## src/rtl/truth_scan_pkg.sv

```systemverilog
// Shared types and constants for the 3-input truth-map scan controller.
package truth_scan_pkg;

    typedef enum logic [1:0] {
        IDLE   = 2'd0,
        DRIVE  = 2'd1,
        SAMPLE = 2'd2,
        DONE   = 2'd3
    } scan_state_e;

    localparam int N_VECTORS = 8;

    // Reference 3-input comparator: 1 for {A,B,C} = 000, 001, 101, 110.
    localparam logic [7:0] CMP3_MAP = 8'h63;

endpackage

```

## src/rtl/truth_scan_ctrl_popcount8.sv

```systemverilog
// Combinational population count of an 8-bit word; the 4-bit result covers 0..8.
module popcount8 (
    input  logic [7:0] data,
    output logic [3:0] count
);

    always_comb begin
        count = 4'd0;
        for (int i = 0; i < 8; i++) begin
            count = count + {3'b000, data[i]};
        end
    end

endmodule

```

## src/rtl/truth_scan_ctrl.sv

```systemverilog
// Drives all eight {A,B,C} combinations onto an external 3-input block, samples its
// output after a settle time and reports the measured map against an expected map.
module truth_scan_ctrl
    import truth_scan_pkg::*;
#(
    parameter int SETTLE_CYCLES = 1
) (
    input  logic        clk,
    input  logic        rst_n,
    input  logic        start,
    input  logic [7:0]  expected,
    input  logic        s_i,
    output logic [2:0]  abc_o,
    output logic        busy,
    output logic        done,
    output logic [7:0]  result,
    output logic        pass,
    output logic [3:0]  mismatch_cnt,
    output scan_state_e state_dbg
);

    localparam logic [3:0] SETTLE_LAST = 4'(SETTLE_CYCLES - 1);
    localparam logic [2:0] LAST_IDX    = 3'(N_VECTORS - 1);

    scan_state_e state;
    logic [2:0]  idx;
    logic [3:0]  settle_cnt;
    logic [7:0]  exp_latched;
    logic [7:0]  sampled_map;
    logic [3:0]  final_cnt;

    // The map as it will look once the current SAMPLE cycle has captured s_i; the
    // final verdict is computed from it so pass/mismatch_cnt are valid with done.
    always_comb begin
        sampled_map      = result;
        sampled_map[idx] = s_i;
    end

    popcount8 u_popcount (
        .data  (sampled_map ^ exp_latched),
        .count (final_cnt)
    );

    assign state_dbg = state;

    always_ff @(posedge clk or negedge rst_n) begin
        if (!rst_n) begin
            state        <= IDLE;
            idx          <= 3'd0;
            settle_cnt   <= 4'd0;
            exp_latched  <= 8'h00;
            abc_o        <= 3'd0;
            busy         <= 1'b0;
            done         <= 1'b0;
            result       <= 8'h00;
            pass         <= 1'b0;
            mismatch_cnt <= 4'd0;
        end else begin
            case (state)
                IDLE: begin
                    if (start) begin
                        exp_latched  <= expected;
                        result       <= 8'h00;
                        pass         <= 1'b0;
                        mismatch_cnt <= 4'd0;
                        idx          <= 3'd0;
                        settle_cnt   <= 4'd0;
                        abc_o        <= 3'd0;
                        busy         <= 1'b1;
                        state        <= DRIVE;
                    end
                end
                DRIVE: begin
                    if (settle_cnt == SETTLE_LAST) begin
                        settle_cnt <= 4'd0;
                        state      <= SAMPLE;
                    end else begin
                        settle_cnt <= settle_cnt + 4'd1;
                    end
                end
                SAMPLE: begin
                    result <= sampled_map;
                    if (idx == LAST_IDX) begin
                        busy         <= 1'b0;
                        done         <= 1'b1;
                        pass         <= (sampled_map == exp_latched);
                        mismatch_cnt <= final_cnt;
                        state        <= DONE;
                    end else begin
                        idx   <= idx + 3'd1;
                        abc_o <= idx + 3'd1;
                        state <= DRIVE;
                    end
                end
                DONE: begin
                    done  <= 1'b0;
                    state <= IDLE;
                end
                default: state <= IDLE;
            endcase
        end
    end

endmodule
```

## config.mk

```make
export PLATFORM = sky130hd
export DESIGN_NAME = truth_scan_ctrl
export DESIGN_NICKNAME = d
export VERILOG_FILES = /design/src/rtl/truth_scan_pkg.sv /design/src/rtl/truth_scan_ctrl_popcount8.sv /design/src/rtl/truth_scan_ctrl.sv
export SDC_FILE = /design/constraint.sdc
export NUM_CORES = 1
export LEC_CHECK = 0
export BUFFER_PORTS_ARGS = -buffer_cell sky130_fd_sc_hd__buf_2
export CORE_ASPECT_RATIO = 2
export CORE_MARGIN = 1
export CORE_UTILIZATION = 45
export DETAILED_ROUTE_END_ITERATION = 6
export GPL_ROUTABILITY_DRIVEN = 0
export GPL_TIMING_DRIVEN = 0
export PLACE_DENSITY = 0.66
export SLEW_MARGIN = 10
export SYNTH_ARGS = -nofsm -noshare
export SYNTH_HDL_FRONTEND = slang
export SYNTH_HIERARCHICAL = 1
export SYNTH_SLANG_ARGS = --single-unit
```

## constraint.sdc

```tcl
create_clock -name clk -period 7.3 [get_ports clk]
set_clock_uncertainty 0.15 [all_clocks]
set_input_delay 0.73 -clock clk [delete_from_list [all_inputs] [get_ports clk]]
set_output_delay 0.73 -clock clk [all_outputs]
set_load 0.01 [all_outputs]
```

# Word-level counts from Yosys, hierarchy flattened
# Cells that the tools add are included.
# W data, S select, Z words.
totals:
  rom_bits: 0
  reg_bits: 32
  mem_count: 0
  ramBits: 0
  latch_bits: 0
  wordCells: 68
op_classes:
  n_reduce_logical: 13
  mul: 0
  eq_ne: 9
  bitwise_logic: 1
  div_mod_pow: 0
  n_mux: 25
  n_addsub: 9
  magnitude_cmp: 2
  n_shift: 0
op_table:
  columns: ["op", "count"]
  rows:
  - ["$add A4 B1 Y4", 6]
  - ["$pmux W4 S2", 2]
  - ["$pmux W8 S2", 1]
  - ["$mux W4", 3]
  - ["$reduce_and A2 Y1", 5]
  - ["$bwmux W8", 1]
  - ["$eq A8 B8 Y1", 1]
  - ["$mux W8", 1]
  - ["$ne A2 B2 Y1 const B", 4]
  - ["$pmux W2 S4", 1]
  - ["$xor A8 B8 Y8", 1]
  - ["$mux W1", 6]
  - ["$mux W2", 3]
  - ["$mux W3", 2]
  - ["$pmux W1 S2", 3]
  - ["$pmux W3 S2", 1]
  - ["$reduce_and A3 Y1", 2]
  - ["$reduce_bool A2 Y1", 3]
  - ["$add A4 B1 Y4 const B", 1]
  - ["$eq A2 B2 Y1 const B", 2]
  - ["$logic_not A4 Y1", 1]
  - ["$lt A3 B4 Y1 const B", 1]
  - ["$add A3 B1 Y3 const B", 1]
  - ["$demux W1 S3", 1]
  - ["other kinds (6)", 6]

# Longest topological paths before layout
depth:
  depth_word: 15
  mapped_depth: 14

# By module
# Netlist, hierarchy kept.
by_module_without_submodules:
  columns: ["module", "n_inst", "seq_area_each_um2", "area_each_um2", "cells_per_inst"]
  rows:
  - ["truth_scan_ctrl", 1, 800.8, 1657.8, 160]
  - ["popcount8", 1, 0.0, 190.2, 24]

# Worst setup path after synthesis
# OpenSTA, ideal clock, no wires.
synth_timing:
  kind: "input to register"
  startpoint: "input s_i"
  endpoint: "register mismatch_cnt[2]"
  t_required_ns: 7.029
  setup_ns: 0.121
  path_buffers: 1
  stages: 13
  t_arrival_ns: 3.717
  setup_slack_ns: 3.312
  cell_sequence: "clkbuf_1 > mux2i_1 > xnor2_1 > inv_1 > fa_1 > fa_1 > fa_1 > inv_1 > ha_1 > inv_1 > fa_1 > xnor2_1 > a22o_1"
synth_via:
  elab_chain_len: 11
synth_lines:
  columns: ["element", "line", "source"]
  rows:
  - ["from (decl)", "truth_scan_ctrl.sv:12", "input logic s_i,"]
  - ["$bwmux W8 *", "truth_scan_ctrl.sv:36", "sampled_map[idx] = s_i;"]
  - ["$xor A8 B8 Y8 *", "truth_scan_ctrl.sv:40", ".data (sampled_map ^ exp_latched),"]
  - ["$add A1 B1 Y2", "truth_scan_ctrl_popcount8.sv:10", "count = count + {3'b000, data[i]};"]
  - ["$add A4 B1 Y4 (5 in series)", "truth_scan_ctrl_popcount8.sv:10", null]
  - ["$add A4 B1 Y4 *", "truth_scan_ctrl_popcount8.sv:10", null]
  - ["via final_cnt[2]", "truth_scan_ctrl.sv:30", "logic [3:0] final_cnt;"]
  - ["$mux W4 *", "truth_scan_ctrl.sv:83", "if (idx == LAST_IDX) begin"]
  - ["$pmux W4 S2 *", "truth_scan_ctrl.sv:59", "case (state)"]
  - ["to (signal assigned)", "truth_scan_ctrl.sv:87", "mismatch_cnt <= final_cnt;"]
  - ["to (decl)", "truth_scan_ctrl.sv:18", "output logic [3:0] mismatch_cnt,"]
# The timed path passes the listed nets; every way through them passes the cells marked *. The select of a mux whose other input is x is not followed.
# A chain may end at the register's enable or synchronous reset.

# Worst setup path after layout
layout_timing:
  startpoint: "register idx[2]"
  endpoint: "register mismatch_cnt[1]"
layout_via:
  elab_chain_len: 15
  word_cells_on_any_way: 19
layout_lines:
  columns: ["element", "line", "source"]
  rows:
  - ["from (decl)", "truth_scan_ctrl.sv:26", "logic [2:0] idx;"]
  - ["from (signal assigned)", "truth_scan_ctrl.sv:90", "idx <= idx + 3'd1;"]
  - ["$lt A3 B4 Y1 (implied by the code) or $ge A3 B1 Y1 (tied branches)", "truth_scan_ctrl.sv:36", null]
  - ["$logic_and A1 B1 Y1 (implied by the code)", "truth_scan_ctrl.sv:36", null]
  - ["$mux W1 (implied by the code)", "truth_scan_ctrl.sv:36", null]
  - ["$demux W1 S3 *", "truth_scan_ctrl.sv:36", null]
  - ["$bwmux W8 *", "truth_scan_ctrl.sv:36", null]
  - ["$xor A8 B8 Y8 *", "truth_scan_ctrl.sv:40", null]
  - ["$add A1 B1 Y2", "truth_scan_ctrl_popcount8.sv:10", null]
  - ["$add A4 B1 Y4 (5 in series)", "truth_scan_ctrl_popcount8.sv:10", null]
  - ["$add A4 B1 Y4 *", "truth_scan_ctrl_popcount8.sv:10", null]
  - ["via final_cnt[1]", "truth_scan_ctrl.sv:30", null]
  - ["$mux W4 *", "truth_scan_ctrl.sv:83", null]
  - ["$pmux W4 S2 *", "truth_scan_ctrl.sv:59", null]
# Marks and branches as above.

==> impl_metrics.yaml <==
setup_path:
  startpoint: "idx[2]"
  r2r_setup_slack_ns: 3.06
  r2r-start: "idx[2]"
  critPathKind: "flip-flop to flip-flop"
  worst_r2r_endpoint: "mismatch_cnt[1]"
  crit_fanout: 10
  start_kind: "flip-flop"
  critical_path_arrival_ns: 4.25
  cp.required_ns: 7.31
  cp-end-kind: "flip-flop"
  rr_worst_depth: 14
  cp-endpoint: "mismatch_cnt[1]"
logic_synthesis:
  synthTopCellsByCount: "dfrtp_1 (32), nand2_1 (19), inv_1 (17)"
  synth_most_common_cell: "dfrtp_1"
  yosys_warnings: 6
  synth_cell_type_count: 29
  synth_top_cell_area_share: 0.433
  avgSynthCellArea_sq_um: 10.0
  ys_ff_latch: 32
  ys_top_cells_by_area: "dfrtp_1 (43%), mux2i_1 (6.5%), mux2_2 (4.9%)"
  syn-cell-area_sq_um: 1850
  synth_edf_count: 0
  synth_top_area_cell: "dfrtp_1"
  async_flop_share: 1.00
  syn_nets: 207
  yosysSeqAreaShare: 0.433
  synth_cells: 184
  ys.flop_type: "dfrtp_1"
cts:
  htreeDepth: 2
  cts_num_sinks: 32
  ctsHoldBuffers: 0
  cts_buffer_depth: 2
  path_clk_slew_ns: 0.06
  cts_buffers: 5
  postCtsResizedCells: 0
  worstSkewPairLatency_ns: 0.28
  cts-root-buf: "clkbuf_8"
  cts_setup_buffers: 0
  cts_tree: "yes"
power_and_ir_drop:
  ir_worst_vdd_uv: 542
  power.leakage_uw: 0.00105
  internal_power_uw: 654
  p_sw_uw: 543
  p_sw_frac: 0.453
  p_comb_frac: 0.669
  p_clk_frac: 0.102
  sequentialPowerShare: 0.229
  p_per_area_nw_per_um2: 562
run:
  max_cap_violations: 0
detailed_routing:
  first_iter_violations: 26
  first_pass_iters: 4
  routedWlPerCell_microns: 14.2
  num_vias: 1400
  wirelength_mm: 3.84
  viasPerCell: 5.19
  drc: 0
  drtAntennaViolNets: 0
die:
  dieArea_sq_um: 4380
  ios: 32
  coreArea_sq_um: 3880
  die_x_microns: 47.3
  initial_core_util: 0.476
  dieHeight_microns: 92.6
  fp-row-count: 32
sta:
  setup_viol: 0
  worst_pin_slew_ns: 0.820
  finalHoldViolCount: 0
  finalMaxSlewViolations: 0
  fmax_mhz: 236
  fin_crit_sh: 0.581
  rsz0062_at_grt: "no"
  setup_ws_ns: 3.06
  tns_ns: 0
  fin_crit_ns: 4.24
  timing.slew.headroom: 0.452
run_status:
  outcome: "complete, no violations"
global_routing:
  first_global_vias: 1396
  grt_overflow: 0
  grt_max_degree: 33
  grt_pass1_wl_mm: 6.39
  grt_antenna_before_repair: 0
  track_usage: 0.208
placed_design:
  dpl_worst_slack_ns: 2.92
  io_buffers: 30
  hpwl_mm: 2.93
finish:
  drive_gt1_frac: 0.224
  n_antenna_cell: 0
  fin_nets: 244
  synthToLayoutAreaGrowth_pct: 15.3
min_path:
  min_path_type: "flip-flop to flip-flop"
==> worst max-delay path, cell delays in order (launching register included) <==
cell     delay, ns
dfrtp_1       0.40
buf_6         0.15
nor3_1        0.34
mux2i_1       0.28
xnor2_1       0.21
inv_1         0.11
fa_1          0.56
fa_1          0.45
fa_1          0.46
inv_1         0.07
ha_1          0.16
inv_1         0.06
fa_1          0.48
inv_1         0.04
a22o_1        0.20
==> power by group through the flow <==
stage               Combinational (uW)  Clock [uW]  Sequential (uW)
floorplan                          601           0              283
global placement                   781           0              276
global route                       925         133              282
finish                             801         121              274
detailed placement                 790           0              278
CTS                                809         126              275
==> registers in the layout (all words and copies together) (netlist names) <==
register,count
pass,1
mismatch_cnt,4
result,8
done,1
settle_cnt,4
idx,3
exp_latched,8
busy,1
state_dbg,2
==> how the worst min path moves through the flow <==
| stage | startpoint | endpoint | slack (ns) | cells after the start |
|---|---|---|---|---|
| global placement | mismatch_cnt[3] | mismatch_cnt[3] | 0.30 | 2 |
| detailed placement | mismatch_cnt[3] | mismatch_cnt[3] | 0.31 | 2 |
| global route | busy | busy | 0.34 | 1 |
| floorplan | rst_n | busy | 0.28 | 0 |
| CTS | mismatch_cnt[3] | mismatch_cnt[3] | 0.32 | 2 |
| finish | mismatch_cnt[3] | mismatch_cnt[3] | 0.31 | 2 |
==> per-layer routing <==
metal  GRT usage  up-vias  wire length (microns)
li1            -      695                      -
met1       0.235      665                   1450
met2       0.357       32                   2170
met3      0.0409        8                    122
met4      0.0810        0                     88
met5           0        -                      0
==> per-stage QoR <==
stage / std cells / utilization / total power [uW] / instance area, sq um / hold slack (ns)
after CTS: 270 / 0.549 / 1210 / 2130 / 0.322
after global placement: 265 / 0.531 / 1060 / 2060 / 0.301
after detailed placement: 265 / 0.531 / 1070 / 2060 / 0.306
after floorplan: 184 / - / 884 / 1850 / 0.284
final: 270 / 0.549 / 1200 / 2130 / 0.315
after global routing: 270 / 0.549 / 1340 / 2130 / 0.338
==> cells by family after synthesis <==
group / Yosys count / share of synthesized area
compound gates: 38 / 0.125
xor+xnor: 9 / 0.0427
simple gates: 48 / 0.133
mux: 20 / 0.114
fa+ha+maj: 11 / 0.0907
buf+inv: 26 / 0.0616
flops: 32 / 0.433
==> layout by cell type (no fill, tap or decap), drive strengths merged, types with 2 or more instances in the layout <==
master,instances
mux2,8
nand3,2
nand2b,2
mux2i,12
fa,4
ha,7
xnor2,9
a21o,3
nand3b,4
clkbuf,11
nor2,9
buf,33
o21ai,14
a22oi,2
a22o,4
nor3,4
nand2,19
inv,17
a21oi,12
nor2b,2
dfrtp,32
nor3b,3
a32o,2
==> final cells by class <==
| type | instances | area, sq um |
|---|---|---|
| Buffer | 9 | 50.0 |
| Clock buffer | 5 | 68.8 |
| Fill cell | 378 | 1750 |
| Inverter | 17 | 63.8 |
| Multi-Input combinational cell | 126 | 933 |
| Sequential cell | 32 | 801 |
| Tap cell | 51 | 63.8 |
| Timing Repair Buffer | 30 | 150 |
Power figures use the tool's default switching activity.
